File: config.mk
export PLATFORM = sky130hd
export DESIGN_NAME = encrypter_in
export DESIGN_NICKNAME = d
export VERILOG_FILES = /design/src/rtl/encrypter_in.sv
export SDC_FILE = /design/constraint.sdc
export NUM_CORES = 1
export LEC_CHECK = 0
export CORE_MARGIN = 4
export CORE_UTILIZATION = 25
export CTS_CLUSTER_SIZE = 10
export DETAILED_ROUTE_END_ITERATION = 12
export HOLD_SLACK_MARGIN = 0.02
export PLACE_DENSITY_LB_ADDON = 0.12
export SLEW_MARGIN = 20
export SYNTH_ARGS = -nofsm -noshare
export SYNTH_HDL_FRONTEND = slang
export SYNTH_SLANG_ARGS = --single-unit
File: constraint.sdc
create_clock -name clk -period 4.3 [get_ports clk]
set_input_delay 1.29 -clock clk [delete_from_list [all_inputs] [get_ports clk]]
set_output_delay 1.29 -clock clk [all_outputs]
set_load 0.02 [all_outputs]
File: src/rtl/encrypter_in.sv
// Unpacks UART plaintext bytes LSB-first into (n_len-1)-bit words for FastModExp.
// Latency: n_len+1 sizing cycles, then one cycle per bit; EMIT holds the word until fme_ready.
module encrypter_in #(
  parameter int LEN_W = 16
) (
  input  logic             clk,
  input  logic             rst,
  input  logic             start,
  input  logic [31:0]      n_key,
  input  logic [LEN_W-1:0] msg_len,
  input  logic             rx_done_tick,
  input  logic [7:0]       rx_data,
  input  logic             fme_ready,
  output logic             word_valid,
  output logic [31:0]      word_out,
  output logic             last_word_tick,
  output logic             busy,
  output logic             done_tick,
  output logic             cfg_err,
  output logic             overrun_err
);

  typedef enum logic [2:0] {
    S_IDLE,
    S_SIZING,
    S_WAIT_BYTE,
    S_PACK,
    S_EMIT,
    S_FINISH
  } state_t;

  state_t r_state;
  state_t w_state_nxt;

  logic [31:0]      r_nbuf;
  logic [5:0]       r_n_len;
  logic [LEN_W-1:0] r_bytes_left;
  logic [7:0]       r_byte_buf;
  logic             r_full;
  logic [7:0]       r_shift;
  logic [3:0]       r_byte_bits;
  logic [31:0]      r_word;
  logic [5:0]       r_bit_count;
  logic             r_last;
  logic             r_cfg_err;
  logic             r_overrun_err;

  logic             w_nbuf_zero;
  logic             w_cfg_bad;
  logic [5:0]       w_w;
  logic [5:0]       w_bit_count_nxt;
  logic [3:0]       w_byte_bits_nxt;
  logic             w_no_more;
  logic             w_take_byte;
  logic             w_rx_load;
  logic             w_rx_drop;

  assign w_nbuf_zero     = (r_nbuf == 32'd0);
  assign w_cfg_bad       = (r_n_len < 6'd2);
  assign w_w             = r_n_len - 6'd1;
  assign w_bit_count_nxt = r_bit_count + 6'd1;
  assign w_byte_bits_nxt = r_byte_bits - 4'd1;
  assign w_no_more       = (r_bytes_left == '0) && !r_full;
  assign w_take_byte     = (r_state == S_WAIT_BYTE) && r_full;
  // A byte landing on the same cycle the buffer drains is accepted, not dropped.
  assign w_rx_load       = rx_done_tick && (r_state != S_IDLE) && (!r_full || w_take_byte);
  assign w_rx_drop       = rx_done_tick && (r_state != S_IDLE) && r_full && !w_take_byte;

  assign cfg_err     = r_cfg_err;
  assign overrun_err = r_overrun_err;

  always_ff @(posedge clk) begin
    if (rst) r_state <= S_IDLE;
    else     r_state <= w_state_nxt;
  end

  always_comb begin
    w_state_nxt    = r_state;
    word_valid     = 1'b0;
    word_out       = 32'd0;
    last_word_tick = 1'b0;
    busy           = (r_state != S_IDLE);
    done_tick      = 1'b0;
    case (r_state)
      S_IDLE: begin
        if (start) w_state_nxt = S_SIZING;
      end
      S_SIZING: begin
        if (w_nbuf_zero) begin
          if (w_cfg_bad || (r_bytes_left == '0)) w_state_nxt = S_FINISH;
          else                                   w_state_nxt = S_WAIT_BYTE;
        end
      end
      S_WAIT_BYTE: begin
        if (r_full) w_state_nxt = S_PACK;
      end
      S_PACK: begin
        if (w_bit_count_nxt == w_w) w_state_nxt = S_EMIT;
        else if (w_byte_bits_nxt == 4'd0) w_state_nxt = w_no_more ? S_EMIT : S_WAIT_BYTE;
      end
      S_EMIT: begin
        word_valid = 1'b1;
        word_out   = r_word;
        if (fme_ready) begin
          last_word_tick = r_last;
          if (r_last)                  w_state_nxt = S_FINISH;
          else if (r_byte_bits != 4'd0) w_state_nxt = S_PACK;
          else                         w_state_nxt = S_WAIT_BYTE;
        end
      end
      S_FINISH: begin
        done_tick   = 1'b1;
        w_state_nxt = S_IDLE;
      end
      default: w_state_nxt = S_IDLE;
    endcase
  end

  always_ff @(posedge clk) begin
    if (rst) begin
      r_nbuf        <= 32'd0;
      r_n_len       <= 6'd0;
      r_bytes_left  <= '0;
      r_byte_buf    <= 8'd0;
      r_full        <= 1'b0;
      r_shift       <= 8'd0;
      r_byte_bits   <= 4'd0;
      r_word        <= 32'd0;
      r_bit_count   <= 6'd0;
      r_last        <= 1'b0;
      r_cfg_err     <= 1'b0;
      r_overrun_err <= 1'b0;
    end else begin
      if (w_take_byte) r_full <= 1'b0;
      if (w_rx_load) begin
        r_byte_buf   <= rx_data;
        r_full       <= 1'b1;
        r_bytes_left <= r_bytes_left - LEN_W'(1);
      end
      if (w_rx_drop) r_overrun_err <= 1'b1;

      case (r_state)
        S_IDLE: begin
          if (start) begin
            r_nbuf        <= n_key;
            r_bytes_left  <= msg_len;
            r_n_len       <= 6'd0;
            r_full        <= 1'b0;
            r_cfg_err     <= 1'b0;
            r_overrun_err <= 1'b0;
          end
        end
        S_SIZING: begin
          if (!w_nbuf_zero) begin
            r_n_len <= r_n_len + 6'd1;
            r_nbuf  <= {1'b0, r_nbuf[31:1]};
          end else if (w_cfg_bad) begin
            r_cfg_err <= 1'b1;
          end else begin
            r_word      <= 32'd0;
            r_bit_count <= 6'd0;
          end
        end
        S_WAIT_BYTE: begin
          if (r_full) begin
            r_shift     <= r_byte_buf;
            r_byte_bits <= 4'd8;
          end
        end
        S_PACK: begin
          r_word[r_bit_count[4:0]] <= r_shift[0];
          r_shift     <= {1'b0, r_shift[7:1]};
          r_byte_bits <= w_byte_bits_nxt;
          r_bit_count <= w_bit_count_nxt;
          // Both exits into EMIT share this last-word condition.
          r_last      <= (w_byte_bits_nxt == 4'd0) && w_no_more;
        end
        S_EMIT: begin
          if (fme_ready) begin
            r_word      <= 32'd0;
            r_bit_count <= 6'd0;
          end
        end
        default: ;
      endcase
    end
  end

endmodule

======== After elaboration in Yosys (flattened, before gate mapping) ========
Cells that the tools add are included.
storage, ports and cells
  register bits after elaboration ......... 119
  input port bits ......................... 61
  output and inout port bits .............. 38
  word-level logic and storage cells ...... 112
cells by class
  add/subtract/negate cells ............... 5
  order comparisons ....................... 3
  equal/unequal tests ..................... 14
  multiplexer cells ....................... 51
  reduce and logical (&&, ||, !) cells .... 26
operators by type and width
  operator               count
  $mux 32                6
  $pmux 32 s3            1
  $pmux 32 s2            1
  $mux 16                3
  $bwmux 32              1
  $logic_not 32->1       1
  $mux 6                 5
  $mux 3                 9
  $pmux 6 s3             1
  $logic_not 16->1       1
  $mux 1                 16
  $pmux 8 s2             1
  $sub 16x1->16 const B  1
  $pmux 3 s5             1
  $ne 2x2->1 const B     7
  $add 6x1->6 const B    2
  $pmux 6 s2             1
  $logic_and 1x1->1      8
  $mux 8                 1
  $pmux 4 s2             1
  $reduce_and 4->1       2
  $eq 3x2->1 const B     2
  $eq 3x3->1 const B     2
  $eq 6x6->1             1
  other kinds (20)       24

======== Longest topological paths before layout ========
  depth in word-level cells ............... 7
  mapped depth ............................ 8
  depth with buffers taken out ............ 8

======== Worst setup path before layout ========
No wires, ideal clock.
  kind .................................... register to output
  start point ............................. register r_state[2]
  end point ............................... output port word_out[22]
  arrival time ............................ 1748 ps
  required time ........................... 3010 ps
  slack ................................... 1262 ps
  stages on the path, launching flop included .. 6
  cells stage by stage .................... dfxtp_1 > clkbuf_1 > nor3b_1 > clkbuf_1 > clkbuf_1 > and2_1
on the way
  word-level cells in the longest chain between the ends .. 2
RTL lines
  what                      line  text
  start: declaration        32    state_t r_state;
  start signal: assignment  74    else r_state <= w_state_nxt;
  $eq 3x3->1                84    case (r_state)
  $mux 32                   84
  end: declaration          15    output logic [31:0] word_out,
No other way between the ends.

======== Worst setup path after layout ========
  start point ............................. input port fme_ready
  end point ............................... output port last_word_tick
on the way
  word-level cells in the longest chain between the ends .. 2
RTL lines
  what                line  text
  start: declaration  13    input logic fme_ready,
  $mux 1              104   if (fme_ready) begin
  $mux 1              84
  end: declaration    16    output logic last_word_tick,
No other way between the ends.

==> flow_summary.yaml <==
finish:
  antennaDiodeCount: 0
  area_growth_pct: 31.1
  final_common_cell: "nor2_1"
  nets: 926
  instances_no_fill: 1186
  final_cell_mix: "nor2_1 (134), nand2_1 (121), dfxtp_1 (119), clkdlybuf4s50_1 (97), o21ai_0 (51)"
  drive_gt1_share_pct: 6.11
  final_util_pct: 33.4
  fillerInstances: 2561
clock_tree:
  cts_buffers: 17
  htreeDepth: 4
  cts_setup_buffers: 0
  clock-root-buffer: "clkbuf_16"
  clk_pin_slew_worst_paths_ns: 0.06
  cts_buffer_depth: 2
  cts.repair.resized: 0
  hold_buffers: 0
  clk_latency_ns: 0.42
  cts.sinks: 119
  cts_tree: "done"
power_and_ir_drop:
  peakVddDrop_uv: 184
  p_sw_uw: 1540
  power_density_nw_per_um2: 550
  p_sw_share_pct: 35.5
  combinationalPowerShare_pct: 30.6
  leakage_uw: 0.00277
  p_int_uw: 2800
  seq_power_share_pct: 36.1
  clkPwrFrac_pct: 33.3
sta:
  setup_viol: 0
  hold_viol: 0
  max_freq_mhz: 252
  drv_slew: 0
  setup_tns_ns: 0
  fin_skew_ns: 0.0147
  period_minus_slack_ns: 3.97
  worstMarginPinSlew_ns: 0.761
  post-route-period-util_pct: 92.4
  timing.slew.headroom_pct: 49.1
  rsz0062_at_grt: "false"
synth:
  synth_top_area_share_pct: 39.6
  synthesis.instances: 781
  synth_fp_nets: 852
  synth_edf_count: 0
  yosysWarnings: 0
  async_flop_share_pct: 0
  synth_area_leaders: "dfxtp_1 (40%), nor2_1 (8.4%), nand2_1 (7.5%)"
  syn_area_sq_um: 6020
  ys.flop_type: "dfxtp_1"
  ys_ff_latch: 119
  synth_area_leader_cell: "dfxtp_1"
  syn_area_per_cell_sq_um: 7.71
  seq_area_frac_synth_pct: 39.6
  ys_types: 48
route:
  drcViolationCount: 0
  dr.pass1.iters: 4
  antenna_left: 0
  wl_per_cell_um: 14.2
  drt-initial-drc-count: 267
  vias_per_cell: 4.73
  num_vias: 5607
  wl_mm: 16.9
floorplan:
  core_region_area_sq_um: 23600
  io_pins: 99
  die_y_um: 163
  die_area_sq_um: 26600
  std_cell_rows: 56
  start_util_pct: 25.5
  dieWidth_um: 163
global_routing:
  grt_use_total_pct: 13.0
  overflow: 0
  grt_pass1_wl_mm: 28.1
  antenna_found_initial: 1
  grt_pass1_vias: 5528
  grt_max_degree: 79
placed_design:
  post-dp-hpwl_mm: 11.2
  io_buffers: 98
  dpl.cell_count: 1154
  place.gp.congestion: 0.741
setup_path:
  crit_arrival_ns: 2.68
  cp_max_fo: 4
  cpPeakStageDelay_ns: 0.62
  endpoint_kind: "primary output"
  worstSetupStartpointType: "input port"
  slowest_stage: "clkdlybuf4s50_1"
  required_ns: 3.01
  crit_top_cell: "clkdlybuf4s50_1"
  critPathKind: "in -> out"
  path_delay_family: "buffers and inverters"
  path_cells: "clkdlybuf4s50_1 > and3_1 > clkdlybuf4s50_1"
  critical_path_buf_inv_count: 2
status:
  status: "complete, no violations"
hold_path:
  hold_path_class: "reg -> reg"
flow_run:
  maxCapViolCount: 0
[metal layers]
metal	track usage [%]	up-vias	share of wire, %
met3	2.98	15	4.6
met4	4.23	2	1.3
li1	-	2881	-
met5	0	-	0.077
met2	20.2	112	44
met1	17.9	2597	50
[kinds of logic (layout without fill, tap and decap cells)]
group | after synthesis | in the layout | synth area share [%]
buf+inv | 69 | 155 | 4.72
simple gates | 363 | 363 | 27.3
fa+ha+maj | 10 | 10 | 2.08
flops | 119 | 119 | 39.6
compound gates | 191 | 191 | 21.9
xor+xnor | 29 | 29 | 4.45
[Yosys cell counts, drive strengths merged (15+ instances only)]
cell type,number
dfxtp,119
a211oi,28
o22a,28
clkbuf,43
nor4,15
inv,15
a311oi,34
nor2,135
a21oi,35
nand2,121
xnor2,18
and2,32
o21ai,52
[metrics by stage]
stage               hold slack [ns]  power, uW  instance area, sq um  worst slack, ns
finish                        0.456       4340                  7900            0.329
global route                  0.481       4670                  7900            0.276
CTS                           0.459       4380                  7870            0.319
detailed placement            0.451       2910                  7270            0.317
global placement              0.449       2900                  7270            0.320
floorplan                     0.437       2530                  6020             1.26
[registers in the layout, summed over array words and instances (netlist names), 3 cells and up]
register / cells
r_byte_bits: 4
r_bytes_left: 16
r_nbuf: 32
r_state: 3
r_bit_count: 6
r_shift: 8
r_byte_buf: 8
r_n_len: 6
r_word: 32
[worst min-delay path: cells and delay by family, from the launching register on]
kind,cells,cell delay [ns]
AO/OA/AOI/OAI,1,0.05
flip-flops,1,0.31
AND/OR/NAND/NOR,1,0.05
[worst paths after layout]
kind                 start             end  slack [ns]  depth (start not counted)
max              fme_ready  last_word_tick        0.33                          3
min          r_byte_buf[7]   r_byte_buf[7]        0.46                          2
max reg2reg     r_state[1]       r_word[4]        1.72                          6
min reg2reg  r_byte_buf[7]   r_byte_buf[7]        0.46                          2
[power by group through the flow]
stage	registers (uW)	logic, uW	clock network, uW
floorplan	1510	1010	0
global placement	1590	1310	0
detailed placement	1590	1320	0
CTS	1570	1320	1490
global route	1610	1520	1540
finish	1570	1330	1450
[final cells by class]
class	count	area, sq um	area share (%)
Multi-Input combinational cell	593	3370	42.7
Sequential cell	119	2380	30.2
Timing Repair Buffer	109	1090	13.8
Clock buffer	18	439	5.56
Tap cell	319	399	5.05
Clock inverter	13	156	1.98
Inverter	15	56.3	0.713
(Power assumes the default switching activity.)
